===== src/rtl/reset_sequencer.sv =====
// Reset manager: synchronises PLL lock and push button, debounces the button, and releases
// N_OUT reset domains in order. Any fault re-enters reset, records the cause and counts the event.
module reset_sequencer #(
  parameter int unsigned N_OUT           = 3,
  parameter int unsigned DEBOUNCE_CYCLES = 16,
  parameter int unsigned HOLD_CYCLES     = 64,
  parameter int unsigned STAGE_GAP       = 4
) (
  input  logic             clk,
  input  logic             reset_n,
  input  logic             pll_lock,
  input  logic             btn_n,
  input  logic             sw_reset_req,
  output logic [N_OUT-1:0] rst_out,
  output logic             ready,
  output logic [1:0]       cause,
  output logic [7:0]       reset_count
);

  localparam int unsigned DB_W   = (DEBOUNCE_CYCLES > 1) ? $clog2(DEBOUNCE_CYCLES) : 1;
  localparam int unsigned HOLD_W = (HOLD_CYCLES > 1) ? $clog2(HOLD_CYCLES) : 1;
  localparam int unsigned GAP_W  = (STAGE_GAP > 1) ? $clog2(STAGE_GAP) : 1;

  localparam logic [N_OUT-1:0] ALL_ONES  = {N_OUT{1'b1}};
  localparam logic [N_OUT-1:0] FIRST_REL = ALL_ONES << 1;

  localparam logic [1:0] CAUSE_LOCK = 2'b01;
  localparam logic [1:0] CAUSE_BTN  = 2'b10;
  localparam logic [1:0] CAUSE_SW   = 2'b11;

  typedef enum logic [1:0] {HOLD, RELEASE, RUN} state_t;

  logic lock_m, lock_s, btn_m, btn_s, btn_db;
  logic [DB_W-1:0] db_cnt;

  state_t            state_q, state_d;
  logic [HOLD_W-1:0] hold_cnt_q, hold_cnt_d;
  logic [GAP_W-1:0]  gap_cnt_q, gap_cnt_d;
  logic [N_OUT-1:0]  rst_out_d, rst_shift;
  logic              ready_d;
  logic [1:0]        cause_d;
  logic [7:0]        count_d;
  logic              press, qualified, fault;

  // Two-flop synchronisers; button idles released
  always_ff @(posedge clk or negedge reset_n) begin
    if (!reset_n) begin
      lock_m <= 1'b0;
      lock_s <= 1'b0;
      btn_m  <= 1'b1;
      btn_s  <= 1'b1;
    end else begin
      lock_m <= pll_lock;
      lock_s <= lock_m;
      btn_m  <= btn_n;
      btn_s  <= btn_m;
    end
  end

  // Debounced state flips only after DEBOUNCE_CYCLES consecutive disagreeing samples
  always_ff @(posedge clk or negedge reset_n) begin
    if (!reset_n) begin
      btn_db <= 1'b1;
      db_cnt <= '0;
    end else if (btn_s == btn_db) begin
      db_cnt <= '0;
    end else if (db_cnt == DB_W'(DEBOUNCE_CYCLES - 1)) begin
      btn_db <= btn_s;
      db_cnt <= '0;
    end else begin
      db_cnt <= db_cnt + DB_W'(1);
    end
  end

  assign press     = ~btn_db;
  assign qualified = lock_s & ~press;
  assign fault     = ~lock_s | press | sw_reset_req;
  assign rst_shift = rst_out << 1;

  always_ff @(posedge clk or negedge reset_n) begin
    if (!reset_n) begin
      state_q     <= HOLD;
      hold_cnt_q  <= '0;
      gap_cnt_q   <= '0;
      rst_out     <= ALL_ONES;
      ready       <= 1'b0;
      cause       <= 2'b00;
      reset_count <= 8'd0;
    end else begin
      state_q     <= state_d;
      hold_cnt_q  <= hold_cnt_d;
      gap_cnt_q   <= gap_cnt_d;
      rst_out     <= rst_out_d;
      ready       <= ready_d;
      cause       <= cause_d;
      reset_count <= count_d;
    end
  end

  // Next state; rst_out only ever shifts in zeros from bit 0 or snaps back to all ones
  always_comb begin
    state_d    = state_q;
    hold_cnt_d = hold_cnt_q;
    gap_cnt_d  = gap_cnt_q;
    rst_out_d  = rst_out;
    ready_d    = 1'b0;
    cause_d    = cause;
    count_d    = reset_count;

    case (state_q)
      HOLD: begin
        gap_cnt_d = '0;
        rst_out_d = ALL_ONES;
        if (!qualified) begin
          hold_cnt_d = '0;
        end else if (hold_cnt_q == HOLD_W'(HOLD_CYCLES - 1)) begin
          hold_cnt_d = '0;
          rst_out_d  = FIRST_REL;
          state_d    = (FIRST_REL == '0) ? RUN : RELEASE;
        end else begin
          hold_cnt_d = hold_cnt_q + HOLD_W'(1);
        end
      end
      RELEASE: begin
        if (!fault) begin
          if (gap_cnt_q == GAP_W'(STAGE_GAP - 1)) begin
            gap_cnt_d = '0;
            rst_out_d = rst_shift;
            if (rst_shift == '0) state_d = RUN;
          end else begin
            gap_cnt_d = gap_cnt_q + GAP_W'(1);
          end
        end
      end
      RUN: begin
        ready_d = ~fault;
      end
      default: begin
        state_d = HOLD;
      end
    endcase

    if ((state_q == RELEASE || state_q == RUN) && fault) begin
      state_d    = HOLD;
      hold_cnt_d = '0;
      gap_cnt_d  = '0;
      rst_out_d  = ALL_ONES;
      ready_d    = 1'b0;
      if (!lock_s)     cause_d = CAUSE_LOCK;
      else if (press)  cause_d = CAUSE_BTN;
      else             cause_d = CAUSE_SW;
      if (reset_count != 8'hFF) count_d = reset_count + 8'd1;
    end
  end

endmodule


===== config.mk =====
export PLATFORM = sky130hd
export DESIGN_NAME = reset_sequencer
export DESIGN_NICKNAME = d
export VERILOG_FILES = /design/src/rtl/reset_sequencer.sv
export SDC_FILE = /design/constraint.sdc
export NUM_CORES = 1
export LEC_CHECK = 0
export BUFFER_PORTS_ARGS = -buffer_cell sky130_fd_sc_hd__buf_2
export CAP_MARGIN = 20
export CORE_MARGIN = 4
export CORE_UTILIZATION = 55
export CTS_CLUSTER_DIAMETER = 80
export CTS_CLUSTER_SIZE = 24
export DETAILED_ROUTE_END_ITERATION = 6
export HOLD_SLACK_MARGIN = 0.1
export PLACE_DENSITY = 0.85
export SLEW_MARGIN = 20
export SYNTH_ARGS = -nofsm -noshare
export SYNTH_HDL_FRONTEND = slang
export SYNTH_SLANG_ARGS = --single-unit
export TNS_END_PERCENT = 50

===== constraint.sdc =====
create_clock -name clk -period 4.5 [get_ports clk]
set_clock_uncertainty 0.05 [all_clocks]
set_input_delay 0.225 -clock clk [delete_from_list [all_inputs] [get_ports clk]]
set_output_delay 0.225 -clock clk [all_outputs]
set_load 0.01 [all_outputs]

== Word-level counts from Yosys, hierarchy flattened ==
Index checks and enable logic that the tools add are counted.
Word-level totals
  latch bits: 0
  flip-flop bits (word level): 33
  memories kept: 0
  input bits: 5
  bits in writable memories: 0
  memory bits (read-only): 0
Operators by class
  reductions and logical operators: 11
  bitwise logic cells: 7
  $add $sub $neg: 4
  div/mod/pow operators: 0
  shift operators: 0
  multipliers: 0
  eq/ne operators: 13
  multiplexer cells: 27
  $lt $le $gt $ge: 0
Operators with widths (count)
  two-way mux 6 bit: 4
  two-way mux 2 bit: 10
  two-way mux 3 bit: 3
  != test 3 x 2 -> 1 bit (second input constant): 3
  adder 8 x 1 -> 8 bit (second input constant): 1
  two-way mux 4 bit: 2
  != test 8 bit (second input constant): 1
  adder 6 x 1 -> 6 bit (second input constant): 1
  == test 6 bit (second input constant): 1
  != test 3 bit (second input constant): 2
  case mux 2 bit (3 select lines): 1
  case mux 3 bit (2 select lines): 1
  AND reduction 2 bit: 3
  AND reduction 6 bit: 1
  two-way mux 1 bit: 5
  adder 4 x 1 -> 4 bit (second input constant): 1
  == test 2 bit (second input constant): 2
  == test 4 bit (second input constant): 1
  NOT 1 bit: 4
  case mux 2 bit (2 select lines): 1
  logical NOT 3 bit: 1
  AND reduction 3 bit: 1
  nonzero test 3 bit: 1
  adder 2 x 1 -> 2 bit (second input constant): 1
  9 further kinds: 10

== Longest topological paths before layout ==
Gate-level depths: netlist (run 1).
  depth in word-level cells: 6
  gate-level depth with buffers: 6

== Least setup slack after synthesis (run 1) ==
Ideal clock, no wire load.
  kind: register to register
  start: reg state_q[1]
  end: reg reset_count[6]
  setup slack: 2.884 ns
  cell stages (with the launch flop): 7
  arrival time: 1.439 ns
  path buffers: 1
  required time: 4.322 ns
  path through: dfrtp_1 inv_1 ha_1 and2_1 buf_6 nand4_1 mux2_1
Between the ends
  longest elaborated chain between the ends: 4
  elaborated cells on any way between the ends: 5
  those cells by class: eq/ne: 2; reduce/logical: 3
RTL lines
  start: declaration: line 36  | state_t state_q, state_d;
  start signal: assignment: line 90  | state_q <= state_d;
  == test 2 x 1 -> 1 bit or == test 2 bit (tied branches): line 143  | if ((state_q == RELEASE || state_q == RUN) && fault) begin
  logical OR 1 bit (*): line 143
  logical AND 1 bit (*): line 143
  AND reduction 2 bit (no source line) (*)
  end signal: assignment: line 96  | reset_count <= count_d;
  end: declaration: line 17  | output logic [7:0] reset_count
Every way passes the cells marked *; elsewhere a longest branch is shown, timed or not.
A chain may end at the register's enable or synchronous reset.

== Worst setup path in the final report (run 1) ==
  start: reg state_q[1]
  end: reg reset_count[7]
The elaborated chain is that of the path after synthesis.

==> flow_metrics.py, run 1 <==
metrics = {
    "floorplan": {
        "floorplan.die_area_um2": 3813,
        "initial_utilization_pct": 57.62,
        "std_cell_rows": 19,
        "io-pin-count": 19,
        "design.core.area_um2": 2758,
        "die_height_um": 61.75,
        "die_width_um": 61.75,
    },
    "synth": {
        "synth_most_common_cell": "sky130_fd_sc_hd__dfrtp_1",
        "asyncSetResetFlopFracSynth_pct": 100.0,
        "syn-num-nets": 155,
        "ys_types": 41,
        "ys_ff_latch": 33,
        "edff_count_synth": 0,
        "synth.top_cell.area_share_pct": 42.52,
        "ys.warnings.count": 0,
        "commonest_cells_in_the_synthesized_netlist": "sky130_fd_sc_hd__dfrtp_1, sky130_fd_sc_hd__nand2_1, sky130_fd_sc_hd__nand3_1, sky130_fd_sc_hd__nor2_1, sky130_fd_sc_hd__inv_1",
        "synth-seq-area-share_pct": 52.44,
        "ys.flop_type": "sky130_fd_sc_hd__dfrtp_1",
        "synth_area_leader_cell": "sky130_fd_sc_hd__dfrtp_1",
        "syn-cell-area_um2": 1589,
        "synth.avg_cell_area_um2": 11.11,
        "syn-instance-count": 143,
        "post_synth_main_area_contributors": "sky130_fd_sc_hd__dfrtp_1, sky130_fd_sc_hd__dfstp_2, sky130_fd_sc_hd__ha_1",
    },
    "cts": {
        "cts_setup_buffers": 0,
        "clock_sink_count": 33,
        "htree_levels": 2,
        "cts_max_path_buffers": 2,
        "clock_insertion_delay_at_the_later_pin_of_the_skew_report_ns": 0.34,
        "path_clk_slew_ns": 0.10,
        "cts_root_buf": "sky130_fd_sc_hd__clkbuf_4",
        "number_of_clock_buffers_inserted_by_tritoncts": 5,
        "tritoncts_clock_tree": "built",
    },
    "worst_setup_path": {
        "rr_startpoint": "state_q[1]",
        "crit_arrival_ns": 2.05,
        "worstSetupStartpointType": "register",
        "worst-path-max-fanout": 8,
        "worstReg2RegEnd": "reset_count[7]",
        "worstPathRequired_ns": 4.68,
        "crit_path_end_kind": "register",
        "critPathKind": "register to register",
        "cpMaxStageDelayCell": "sky130_fd_sc_hd__ha_1",
        "cell_count_of_the_worst_reg_to_reg_path": 5,
        "worst_path_largest_cell_delay_ns": 0.40,
        "ff2ff_setup_slack_ns": 2.63,
        "crit_chain": "inv_1 > ha_1 > and2_1 > nand4_1 > mux2_1",
    },
    "route": {
        "post_drt_via_cell_ratio": 5.767,
        "route.detailed.wl_per_inst_um": 14.13,
        "totalWireLength_um": 2854,
        "drt_pass1_iterations": 4,
        "vias": 1165,
        "drtIter0Drc": 58,
        "ant_nets": 0,
        "drc": 0,
    },
    "timing": {
        "worstMarginPinSlew_ns": 0.7109,
        "final_hold_violations": 0,
        "layout_worst_path_cycle_share_pct": 41.66,
        "fin_crit_period_ns": 1.875,
        "finalSetupViolations": 0,
        "grt_setup_unrepaired": "false",
        "relSlewSlack_pct": 52.61,
        "setup_tns_ns": 0,
        "fmaxAchievable_mhz": 533.4,
        "finalMaxSlewViolations": 0,
    },
    "placed_design": {
        "placement.io_buffers": 18,
        "gpl.final_weighted_congestion": 0.8761,
        "detailed_place.area_um2": 1707,
        "place.detailed.hpwl_um": 2126,
        "dpl.cell_count": 191,
    },
    "run": {
        "timing.max_cap.violations": 0,
    },
    "final_layout": {
        "layout.nets": 182,
        "fin_area_um2": 1785,
        "flow.area_growth_from_synthesis_pct": 12.36,
        "post-route-util_pct": 64.75,
        "diodes": 0,
        "nFillCells": 217,
        "drive_above_1_share_pct": 22.81,
        "final-instance-count-excl-fill": 202,
    },
    "global_routing": {
        "grt_start_max_net_pins": 34,
        "global_route.peak_usage_layer": "met2",
        "grt_util_all_layers_pct": 18.17,
        "met1_usage_pct": 21.51,
        "grt_first_pass_wirelength_um": 4995,
        "grt_pass1_vias": 1196,
        "overflow": 0,
        "grt.met3_usage_pct": 7.025,
        "number_of_antenna_violations_at_the_first_check_in_global_routing": 0,
        "gr-usage-met2_pct": 28.55,
    },
    "power": {
        "ir_worst_vdd_v": 0.0002426,
        "pwr_density_cell_nw_per_um2": 265.3,
        "leakage_uw": 0.0008124,
    },
    "worst_hold_path": {
        "worst_hold_startpoint": "sw_reset_req",
        "hold_end": "ready",
        "worstHoldPathType": "input pin to register",
        "whs_path_depth": 3,
    },
    "run_status": {
        "status": "finished clean",
    },
}
-- area by class of cell --
cell class	instances	area (um^2)	share of cell area, %
repair buffers	21	120.1	6.727
clock buffers	8	48.80	2.733
inverters	9	33.78	1.892
flip-flops and latches	33	833.3	46.67
well taps	31	38.79	2.172
multi-input cells	100	710.7	39.80
-- critical path: cells and delay by family, from the launching register on --
kind	cells	cell delay, ns
multiplexers	1	0.34
AND/OR/NAND/NOR	2	0.52
buffers and inverters	1	0.07
adder cells (fa/ha/maj)	1	0.40
flip-flops	1	0.38
-- cells by family (layout without fill, tap and decap cells) --
kind of cell             Yosys count  after routing  share of synthesized area [%]
AND/OR/NAND/NOR                   51             51                          17.48
flip-flops                        33             33                          52.44
AO/OA/AOI/OAI                     28             28                          13.23
buffers and inverters             10             38                          2.834
XOR/XNOR                           8              8                          4.410
adder cells (fa/ha/maj)            7              7                          5.512
multiplexers                       6              6                          4.094
-- layout by cell type (no fill, tap or decap), drive strengths merged, types with 3 or more instances in the layout --
cell | synthesis | routed
ha | 7 | 7
a31oi | 4 | 4
clkbuf | 0 | 8
nor2 | 9 | 9
nand3 | 9 | 9
buf | 1 | 18
dfstp | 6 | 6
dfrtp | 27 | 27
nand2 | 17 | 17
xnor2 | 5 | 5
a22o | 4 | 4
xor2 | 3 | 3
mux2 | 4 | 4
nand2b | 3 | 3
inv | 9 | 9
dlygate4sd3 | 0 | 3
o21ai | 5 | 5
a21oi | 5 | 5
-- report_power, final --
part / leakage (uW) / internal, uW / switching (uW)
clock network: 0.0000265 / 62.2 / 91.7
registers: 0.000423 / 301 / 3.64
logic: 0.000363 / 6.25 / 8.59
total: 0.000812 / 370 / 104
-- worst max path at each step --
stage          startpoint        endpoint  slack [ns]  depth (start not counted)
2_1_floorplan  state_q[1]  reset_count[6]        2.88                          6
3_3_place_gp   state_q[1]  reset_count[7]        2.74                          5
6_report       state_q[1]  reset_count[7]        2.63                          5
3_5_place_dp   state_q[1]  reset_count[6]        2.66                          5
5_1_grt        state_q[1]  reset_count[7]        2.53                          5
4_1_cts        state_q[1]  reset_count[7]        2.63                          5
-- layer usage --
layer | share of wire (%) | vias to the layer above
li1 | - | 561
met1 | 45 | 572
met2 | 47 | 23
met5 | 0 | -
met4 | 2.7 | 0
met3 | 4.7 | 9
-- per-stage QoR --
step	hold slack [ns]	setup WS (ns)	total power, uW
finish	0.1871	2.625	473.6
global route	0.1788	2.531	498.7
CTS	0.1759	2.634	482.3
detailed placement	0.2713	2.659	323.8
global placement	0.2603	2.740	322.9
floorplan	-0.1206	2.884	314.7
-- state kept, by name, indices dropped and copies added, names as in the netlist, 2 cells and up --
name / count
state_q: 2
reset_count: 8
rst_out: 3
hold_cnt_q: 6
db_cnt: 4
cause: 2
gap_cnt_q: 2
-- repair_timing --
| action | 4_1_cts | 5_1_grt |
|---|---|---|
| hold endpoints to repair | 29 | 0 |
| gates resized for setup | 0 | 0 |
| hold buffers | 3 | 0 |
Note: power is estimated with default switching activity, not from simulation.
==> run 2, diff against run 1 <==
CORE_UTILIZATION = 51   (was 55)
PLACE_DENSITY = 0.83   (was 0.85)
clock period = 1.5 ns   (was 4.5 ns; I/O delays follow)
==> run 2 against run 1 <==
  * The flow now finishes with violations (setup timing)
  * Largest cell class unchanged
  * Worst hold slack got worse by 0.0088 ns
  * Combinational power increased to 3.0 times the previous value
  * Worst setup slack worse by 2.8 ns
  * Sequential share of layout area decreased by 6.8 points
  * Clock-buffer cell count unchanged
  * Fmax is 9.2% higher
  * Flip-flop and latch count did not move
==> flow_metrics.py, run 2 (synthesis results as in run 1) <==
metrics = {
    "floorplan": {
        "design.core.area_um2": 2877,
        "die_height_um": 63.82,
        "die_width_um": 63.82,
        "floorplan.die_area_um2": 4073,
        "initial_utilization_pct": 55.24,
        "std_cell_rows": 19,
        "io-pin-count": 19,
    },
    "final_layout": {
        "drive_above_1_share_pct": 41.97,
        "final-instance-count-excl-fill": 235,
        "flow.area_growth_from_synthesis_pct": 31.58,
        "commonest_non_fill_non_tap_cells_in_the_layout": "sky130_fd_sc_hd__dfrtp_1, sky130_fd_sc_hd__buf_4, sky130_fd_sc_hd__buf_2, sky130_fd_sc_hd__nand2_1, sky130_fd_sc_hd__nand3_1",
        "layout.nets": 204,
        "post-route-util_pct": 72.68,
        "mostFrequentLayoutCell": "sky130_fd_sc_hd__dfrtp_1",
        "largest_reg_flops": 8,
        "largest_registers": "reset_count (8), hold_cnt_q (6), db_cnt (4)",
        "nFillCells": 201,
        "largest-register": "reset_count",
        "fin_area_um2": 2091,
        "diodes": 0,
    },
    "worst_setup_path": {
        "critPathKind": "register to register",
        "worstPathRequired_ns": 1.68,
        "worst_path_largest_cell_delay_ns": 0.43,
        "ff2ff_setup_slack_ns": -0.22,
        "crit_arrival_ns": 1.90,
        "rr_startpoint": "state_q[1]",
        "largest_delay_share_family_worst_path": "flip-flops",
        "crit_chain": "ha_2 > or3_4 > o22ai_4 > buf_4 > a31oi_2 > mux2i_1",
        "cell_count_of_the_worst_reg_to_reg_path": 6,
        "cpMaxStageDelayCell": "sky130_fd_sc_hd__dfrtp_1",
        "worst-path-stages": 6,
        "crit_path_end_kind": "register",
        "worstSetupStartpointType": "register",
        "worstReg2RegEnd": "state_q[0]",
        "worstPathBufferInverterCount": 1,
        "worst-path-max-fanout": 3,
    },
    "timing": {
        "relSlewSlack_pct": 51.79,
        "finalMaxSlewViolations": 0,
        "grt_setup_unrepaired": "true",
        "final_hold_violations": 0,
        "fmaxAchievable_mhz": 582.4,
        "timing.hold.ws_ns": 0.1783,
        "layout_worst_path_cycle_share_pct": 114.5,
        "finalSetupViolations": 13,
        "worstMarginPinSlew_ns": 0.7231,
        "fin_crit_period_ns": 1.717,
        "post-route-worst-setup-slack_ns": -0.2171,
    },
    "route": {
        "drtIter0Drc": 144,
        "ant_nets": 0,
        "post_drt_via_cell_ratio": 5.566,
        "drt_pass1_iterations": 4,
        "route.detailed.wl_per_inst_um": 15.37,
        "vias": 1308,
        "totalWireLength_um": 3613,
        "drc": 0,
    },
    "run_status": {
        "status": "finished with violations",
        "failed_checks": "setup timing",
    },
    "worst_hold_path": {
        "worst_hold_startpoint": "sw_reset_req",
        "worstHoldPathType": "input pin to register",
        "hold_end": "hold_cnt_q[2]",
        "whs_path_depth": 5,
    },
    "global_routing": {
        "grt_start_max_net_pins": 34,
        "grt_util_all_layers_pct": 17.14,
        "number_of_antenna_violations_at_the_first_check_in_global_routing": 0,
        "overflow": 0,
        "grt_first_pass_wirelength_um": 5651,
        "grt_pass1_vias": 1290,
    },
    "power": {
        "leakage_uw": 0.0009547,
        "pwr_density_cell_nw_per_um2": 703.8,
        "ir_worst_vdd_v": 0.0005603,
        "power.total_uw": 1471,
    },
    "cts": {
        "clock_sink_count": 33,
        "number_of_clock_buffers_inserted_by_tritoncts": 5,
        "cts_max_path_buffers": 2,
        "cts_root_buf": "sky130_fd_sc_hd__clkbuf_4",
        "path_clk_slew_ns": 0.11,
        "tritoncts_clock_tree": "built",
        "clock_insertion_delay_at_the_later_pin_of_the_skew_report_ns": 0.33,
        "htree_levels": 2,
    },
    "placed_design": {
        "dpl.cell_count": 217,
        "detailed_place.area_um2": 1857,
        "gpl.final_weighted_congestion": 0.7917,
        "place.detailed.hpwl_um": 2312,
        "placement.io_buffers": 18,
    },
    "run": {
        "timing.max_cap.violations": 0,
    },
}
## run 2: cell types whose count changed in the layout (fill, tap and decap cells not counted), moves of 2 or more
cell	delta
sky130_fd_sc_hd__nor2_2	+3
sky130_fd_sc_hd__inv_2	+2
sky130_fd_sc_hd__buf_6	+2
sky130_fd_sc_hd__inv_1	-2
sky130_fd_sc_hd__ha_2	+2
sky130_fd_sc_hd__nor2_1	-3
sky130_fd_sc_hd__nand2_2	+2
sky130_fd_sc_hd__mux2_4	+2
sky130_fd_sc_hd__mux2_1	-2
sky130_fd_sc_hd__ha_1	-3
sky130_fd_sc_hd__nand2_1	-2
sky130_fd_sc_hd__buf_4	+20
## run 2: layout make-up
cell class	count	area, um^2	area share [%]
Timing Repair Buffer	43	292.8	14.00
Inverter	9	33.78	1.616
Tap cell	42	52.55	2.513
Multi-Input combinational cell	100	819.5	39.20
Sequential cell	33	833.3	39.86
Clock buffer	8	58.81	2.813
## run 2: worst max-delay path by stage
stage / start / end / slack (ns)
after floorplan: state_q[1] / reset_count[6] / -0.03
after CTS: state_q[1] / state_q[1] / -0.12
after global placement: state_q[0] / state_q[1] / -0.04
after detailed placement: state_q[0] / state_q[1] / -0.16
final: state_q[1] / state_q[0] / -0.22
after global routing: state_q[1] / state_q[1] / -0.26
## run 2: worst reg2reg max path, stage by stage (launching register included)
cell and delay [ns]:
sky130_fd_sc_hd__dfrtp_1 0.43, sky130_fd_sc_hd__ha_2 0.21, sky130_fd_sc_hd__or3_4 0.34, sky130_fd_sc_hd__o22ai_4 0.13, sky130_fd_sc_hd__buf_4 0.15, sky130_fd_sc_hd__a31oi_2 0.11, sky130_fd_sc_hd__mux2i_1 0.20
## run 2: routing by layer
layer	vias to the layer above	share of wire (%)	GRT usage, %
met2	49	52	28.65
met4	0	1.2	7.008
met5	-	0	0
met3	6	5.1	4.378
li1	608	-	-
met1	645	41	21.08
## run 2: stage by stage
| step | setup WS [ns] | setup TNS (ns) |
|---|---|---|
| 2_1_floorplan | -0.03162 | -0.07986 |
| 3_3_place_gp | -0.03776 | -0.04071 |
| 3_5_place_dp | -0.1582 | -0.4255 |
| 4_1_cts | -0.1179 | -0.3686 |
| 5_1_grt | -0.2620 | -1.957 |
| 6_report | -0.2171 | -0.7873 |
## run 2: repair_timing
item	in CTS	in global routing
buffers inserted	4	3
setup endpoints to repair	12	21
gates resized for setup	9	10
hold endpoints to repair	29	0
hold buffers	3	0
pin swaps	11	10
## run 2: report_power, final
part	switching (uW)	internal, uW	leakage, uW
clock	280	231	0.0000326
combinational	25.9	18.7	0.000500
sequential	12.1	904	0.000423
